<file path="src/rtl/spi_reg_ctrl.sv">
// Command/data byte controller sitting behind an SPI slave: decodes a command
// byte, then streams writes into or reads out of an 8x8 register file.
module spi_reg_ctrl #(
    parameter int unsigned AUTO_INC = 1
) (
    input  logic        sys_clk,
    input  logic        rst,
    input  logic        ss,
    input  logic        data_rdy,
    input  logic [7:0]  spi_data_out,
    output logic [7:0]  spi_data_in,
    output logic        data_latch,
    input  logic        loc_we,
    input  logic [2:0]  loc_addr,
    input  logic [7:0]  loc_wdata,
    output logic        loc_ready,
    output logic [63:0] cfg_out,
    output logic        txn_done,
    output logic        cmd_err
);

    typedef enum logic [2:0] {IDLE, CMD, WDATA, RDATA, ERR} state_t;

    state_t          state, next_state;
    logic            data_rdy_q;
    logic            byte_stb;
    logic [2:0]      ptr, ptr_next;
    logic [7:0][7:0] regs;
    logic            seen;
    logic            seen_set, seen_clr;
    logic            spi_wr, preload, err_set, done_set;
    logic [2:0]      preload_addr;
    logic [2:0]      cmd_addr;

    function automatic logic [2:0] adv(input logic [2:0] a);
        return (AUTO_INC != 0) ? a + 3'd1 : a;
    endfunction

    assign byte_stb  = data_rdy & ~data_rdy_q;
    assign cmd_addr  = spi_data_out[2:0];
    assign loc_ready = ~((state == WDATA) & byte_stb & ss);
    assign cfg_out   = regs;

    always_ff @(posedge sys_clk or posedge rst) begin
        if (rst) state <= IDLE;
        else     state <= next_state;
    end

    always_comb begin
        next_state   = state;
        ptr_next     = ptr;
        preload_addr = ptr;
        spi_wr       = 1'b0;
        preload      = 1'b0;
        err_set      = 1'b0;
        done_set     = 1'b0;
        seen_set     = 1'b0;
        seen_clr     = 1'b0;
        if (state == IDLE) begin
            if (ss) begin
                next_state = CMD;
                seen_clr   = 1'b1;
            end
        end else if (!ss) begin
            // Deselect wins over a coincident byte strobe.
            next_state = IDLE;
            done_set   = seen;
        end else if (byte_stb) begin
            case (state)
                CMD: begin
                    if (|spi_data_out[6:3]) begin
                        next_state = ERR;
                        err_set    = 1'b1;
                    end else if (spi_data_out[7]) begin
                        preload      = 1'b1;
                        preload_addr = cmd_addr;
                        ptr_next     = adv(cmd_addr);
                        next_state   = RDATA;
                    end else begin
                        ptr_next   = cmd_addr;
                        next_state = WDATA;
                    end
                end
                WDATA: begin
                    spi_wr   = 1'b1;
                    ptr_next = adv(ptr);
                    seen_set = 1'b1;
                end
                RDATA: begin
                    preload  = 1'b1;
                    ptr_next = adv(ptr);
                    seen_set = 1'b1;
                end
                default: ;
            endcase
        end
    end

    always_ff @(posedge sys_clk or posedge rst) begin
        if (rst) begin
            data_rdy_q  <= 1'b0;
            ptr         <= '0;
            regs        <= '0;
            spi_data_in <= '0;
            data_latch  <= 1'b0;
            txn_done    <= 1'b0;
            cmd_err     <= 1'b0;
            seen        <= 1'b0;
        end else begin
            data_rdy_q <= data_rdy;
            ptr        <= ptr_next;
            data_latch <= preload;
            txn_done   <= done_set;
            cmd_err    <= err_set;
            if (seen_clr)      seen <= 1'b0;
            else if (seen_set) seen <= 1'b1;
            // Preload samples regs before this edge's write: read-before-write.
            if (preload) spi_data_in <= regs[preload_addr];
            if (spi_wr)                    regs[ptr]      <= spi_data_out;
            else if (loc_we && loc_ready)  regs[loc_addr] <= loc_wdata;
        end
    end

endmodule

</file>
<file path="config.mk">
export PLATFORM = sky130hd
export DESIGN_NAME = spi_reg_ctrl
export DESIGN_NICKNAME = d
export VERILOG_FILES = /design/src/rtl/spi_reg_ctrl.sv
export SDC_FILE = /design/constraint.sdc
export NUM_CORES = 1
export LEC_CHECK = 0
export CORE_ASPECT_RATIO = 1.2
export CORE_MARGIN = 4
export CORE_UTILIZATION = 51
export CTS_CLUSTER_DIAMETER = 150
export DETAILED_ROUTE_END_ITERATION = 8
export HOLD_SLACK_MARGIN = 0.03
export PLACE_DENSITY = 0.8
export SYNTH_ARGS = -nofsm -noshare
export SYNTH_HDL_FRONTEND = slang
export SYNTH_SLANG_ARGS = --single-unit
</file>
<file path="constraint.sdc">
create_clock -name sys_clk -period 3.5 [get_ports sys_clk]
set_clock_uncertainty 0.15 [all_clocks]
set_input_delay 1.05 -clock sys_clk [delete_from_list [all_inputs] [get_ports sys_clk]]
set_output_delay 1.05 -clock sys_clk [all_outputs]
set_load 0.01 [all_outputs]
</file>
==> flow_metrics.env <==
export IMPL_gp_congestion=0.931
export IMPL_grt_max_degree=41
export IMPL_yosys_area_top_type="dfrtp_1"
export IMPL_drc=0
export IMPL_synth_simple_area_share=0.150
export IMPL_synth_common_cells="dfrtp_1 (83), nand2_1 (74), o21ai_1 (44), mux2i_1 (33), o22a_1 (32)"
export IMPL_dieHeight_um=112
export IMPL_top_layer="met4"
export IMPL_finalCritPeriodShare=0.992
export IMPL_die_area_um2=10700
export IMPL_ys_ff_latch=83
export IMPL_core_area_um2=8700
export IMPL_synth_area_leaders="dfrtp_1 (45%), mux2i_1 (7.1%), o22a_1 (6.1%), nand2_1 (6.0%), o21ai_1 (4.8%)"
export IMPL_async_reset_ff_frac=1.00
export IMPL_drive_gt1_frac=0.113
export IMPL_avgSynthCellArea_um2=9.77
export IMPL_switching_power_uw=756
export IMPL_required_ns=2.30
export IMPL_fmax_ghz=0.288
export IMPL_synth_xor_area_share=0.00189
export IMPL_synthAdderAreaFrac=0.00540
export IMPL_cts_root_buf="clkbuf_8"
export IMPL_initial_core_util=0.532
export IMPL_internal_power_mw=1.72
export IMPL_num_antenna_cells=0
export IMPL_die_x_um=95.0
export IMPL_min_period_ns=3.47
export IMPL_clkTransAtPathRegs_ns=0.09
export IMPL_cpPeakStageDelay_ns=0.48
export IMPL_synth_distinct_cells=51
export IMPL_yosysWarnings=0
export IMPL_hold_slack_ns=0.378
export IMPL_antenna_found_initial=0
export IMPL_ir_drop_mv=0.237
export IMPL_cts_tree="done"
export IMPL_nets=613
export IMPL_crit_chain="clkdlybuf4s50_1 > and4bb_2 > and3b_2 > inv_2 > clkdlybuf4s15_1"
export IMPL_yosysMostFrequentCell="dfrtp_1"
export IMPL_firstDrtPassIters=5
export IMPL_met3WireLength_mm=1.48
export IMPL_critPathKind="in2out"
export IMPL_cts_buffers=9
export IMPL_clock_latency_ns=0.36
export IMPL_leakage_nw=2.59
export IMPL_critPathBufInv=3
export IMPL_setup_viol=0
export IMPL_holdCritPathClass="reg2reg"
export IMPL_grt_pass1_vias=4590
export IMPL_wl_per_cell_um=22.4
export IMPL_synth_top_cell_area_share=0.448
export IMPL_ios=100
export IMPL_drt_total_wl_mm=15.9
export IMPL_routed_wl_met2_mm=7.48
export IMPL_synth_top_family_by_area="compound AO/OA/AOI/OAI gates"
export IMPL_slew_headroom=0.529
export IMPL_cts_sinks=83
export IMPL_yosysSeqAreaShare=0.448
export IMPL_via_per_inst=6.43
export IMPL_critPathLaunchType="input port"
export IMPL_antenna_left=0
export IMPL_cp_max_fo=2
export IMPL_overflow=0
export IMPL_rsz0062_at_grt="false"
export IMPL_worst_path_max_delay_cell="clkdlybuf4s50_1"
export IMPL_synth_compound_area_frac=0.266
export IMPL_dp_hpwl_mm=11.6
export IMPL_combPwrFrac=0.240
export IMPL_tns_ns=0
export IMPL_drv_slew=0
export IMPL_seq_power_share=0.468
export IMPL_critPathTopFamily="buffers and inverters"
export IMPL_synth_edf_count=0
export IMPL_hold_viol=0
export IMPL_worst_slew_pin_transition_ns=0.706
export IMPL_drtIter0Drc=464
export IMPL_synth_ff_type="dfrtp_1"
export IMPL_clockPowerShare=0.292
export IMPL_cap_violations=0
export IMPL_grt_pass1_wl_mm=24.8
export IMPL_synthMuxAreaShare=0.0840
export IMPL_io_buffers=99
export IMPL_netlist_instances=474
export IMPL_ctsHoldBuffers=0
export IMPL_htree_levels=3
export IMPL_vias=4561
export IMPL_status="completed"
export IMPL_powerDensity_nw_per_um2=407
export IMPL_grt_use_total=0.306
export IMPL_netlist_area_um2=4630
export IMPL_rows=37
export IMPL_synth_nets=500
export IMPL_clk_path_buf_depth=2
export IMPL_area_growth_pct=31.2
export IMPL_swShare=0.306
export IMPL_end_kind="output port"
export IMPL_met1_length_mm=5.95
export IMPL_cp_arrival_ns=2.27
worst paths after layout:
path,startpoint,to,slack [ns],cells past startpoint
hold / removal,cfg_out[7]$_DFFE_PP0P_,cfg_out[7]$_DFFE_PP0P_,0.38,2
max in group asynchronous,rst,cfg_out[57]$_DFFE_PP0P_,1.47,3
hold reg to reg,cfg_out[7]$_DFFE_PP0P_,cfg_out[7]$_DFFE_PP0P_,0.38,2
setup / recovery,ss,loc_ready,0.03,5
setup reg to reg,state[1]$_DFFE_PP0P_,spi_data_in[2]$_DFFE_PP0P_,0.87,8
min in group asynchronous,rst,cfg_out[40]$_DFFE_PP0P_,0.94,2
metal layers:
metal / up-vias / track usage
met5: - / 0
met3: 68 / 0.0670
li1: 2000 / -
met4: 0 / 0.178
met2: 273 / 0.482
met1: 2220 / 0.383
cell type report:
class                           count  area, µm²
Sequential cell                    83       2080
Inverter                           10       38.8
Multi-Input combinational cell    351       2350
Fill cell                         718       2630
Timing Repair Buffer              132       1260
Clock buffer                       11        141
Clock inverter                      5       60.1
Tap cell                          117        146
cells by family (layout without fill, tap and decap cells):
kind of cell	after synthesis	count (layout)
AOI/OAI and AO/OA	168	168
and+or+nand+nor	143	143
DFF	83	83
buffers and inverters	40	158
muxes	37	37
adders and majority gates	2	2
xor gates and xnor gates	1	1
sequential cells by signal (all words and copies together), names as in the netlist:
register and count:
data_rdy_q 1, seen 1, cfg_out 64, data_latch 1, txn_done 1, ptr 3, spi_data_in 8, state 3
cmd_err 1
power groups by stage:
stage | clock [mW] | sequential [mW] | combinational [mW]
5_1_grt | 0.770 | 1.17 | 0.631
3_5_place_dp | 0 | 1.17 | 0.591
2_1_floorplan | 0 | 1.17 | 0.248
3_3_place_gp | 0 | 1.17 | 0.577
6_report | 0.721 | 1.16 | 0.593
4_1_cts | 0.728 | 1.15 | 0.594
metrics by stage:
step | power, mW | worst slack (ns) | std cells | util | area (µm²)
6_report | 2.47 | 0.0267 | 709 | 0.698 | 6080
5_1_grt | 2.57 | 0.00438 | 709 | 0.698 | 6080
4_1_cts | 2.48 | 0.0161 | 709 | 0.698 | 6070
3_5_place_dp | 1.76 | -0.235 | 693 | 0.675 | 5870
3_3_place_gp | 1.75 | -0.223 | 693 | 0.675 | 5870
2_1_floorplan | 1.42 | 0.163 | 474 | - | 4630
placed cells by master, fill, tap and decap left out, drive strengths merged, types with 2 or more instances in the layout:
master         count
nand3b             6
o21ai             54
nand4              2
o22a              32
nor2b              3
a21oi              8
dfrtp             83
a32oi              4
mux2               2
a21o               3
mux2i             35
nand2b             3
or3               11
ha                 2
nor2              21
a41oi              2
o21a              24
clkbuf            11
buf               33
nand2             74
o221ai            24
nand3              9
clkinv             3
a221o              2
a31oi              2
nor3               4
and2               3
clkdlybuf4s50     98
o22ai              8
inv               10
worst register-to-register path, cell delays in order, from the launching register on:
cell and delay (ns):
dfrtp_1 0.57, nor2b_1 0.33, nand4_4 0.16, mux2i_4 0.28, buf_12 0.24, mux2i_1 0.27, buf_4 0.15, o22ai_1 0.06
or3_1 0.31
repair_timing:
item | CTS | global route
endpoints found under the setup margin | 1 | 1
pin swaps | 1 | 0
setup buffers | 0 | 0
resized for setup | 2 | 1
No activity file was read; power rests on OpenSTA's default activity.
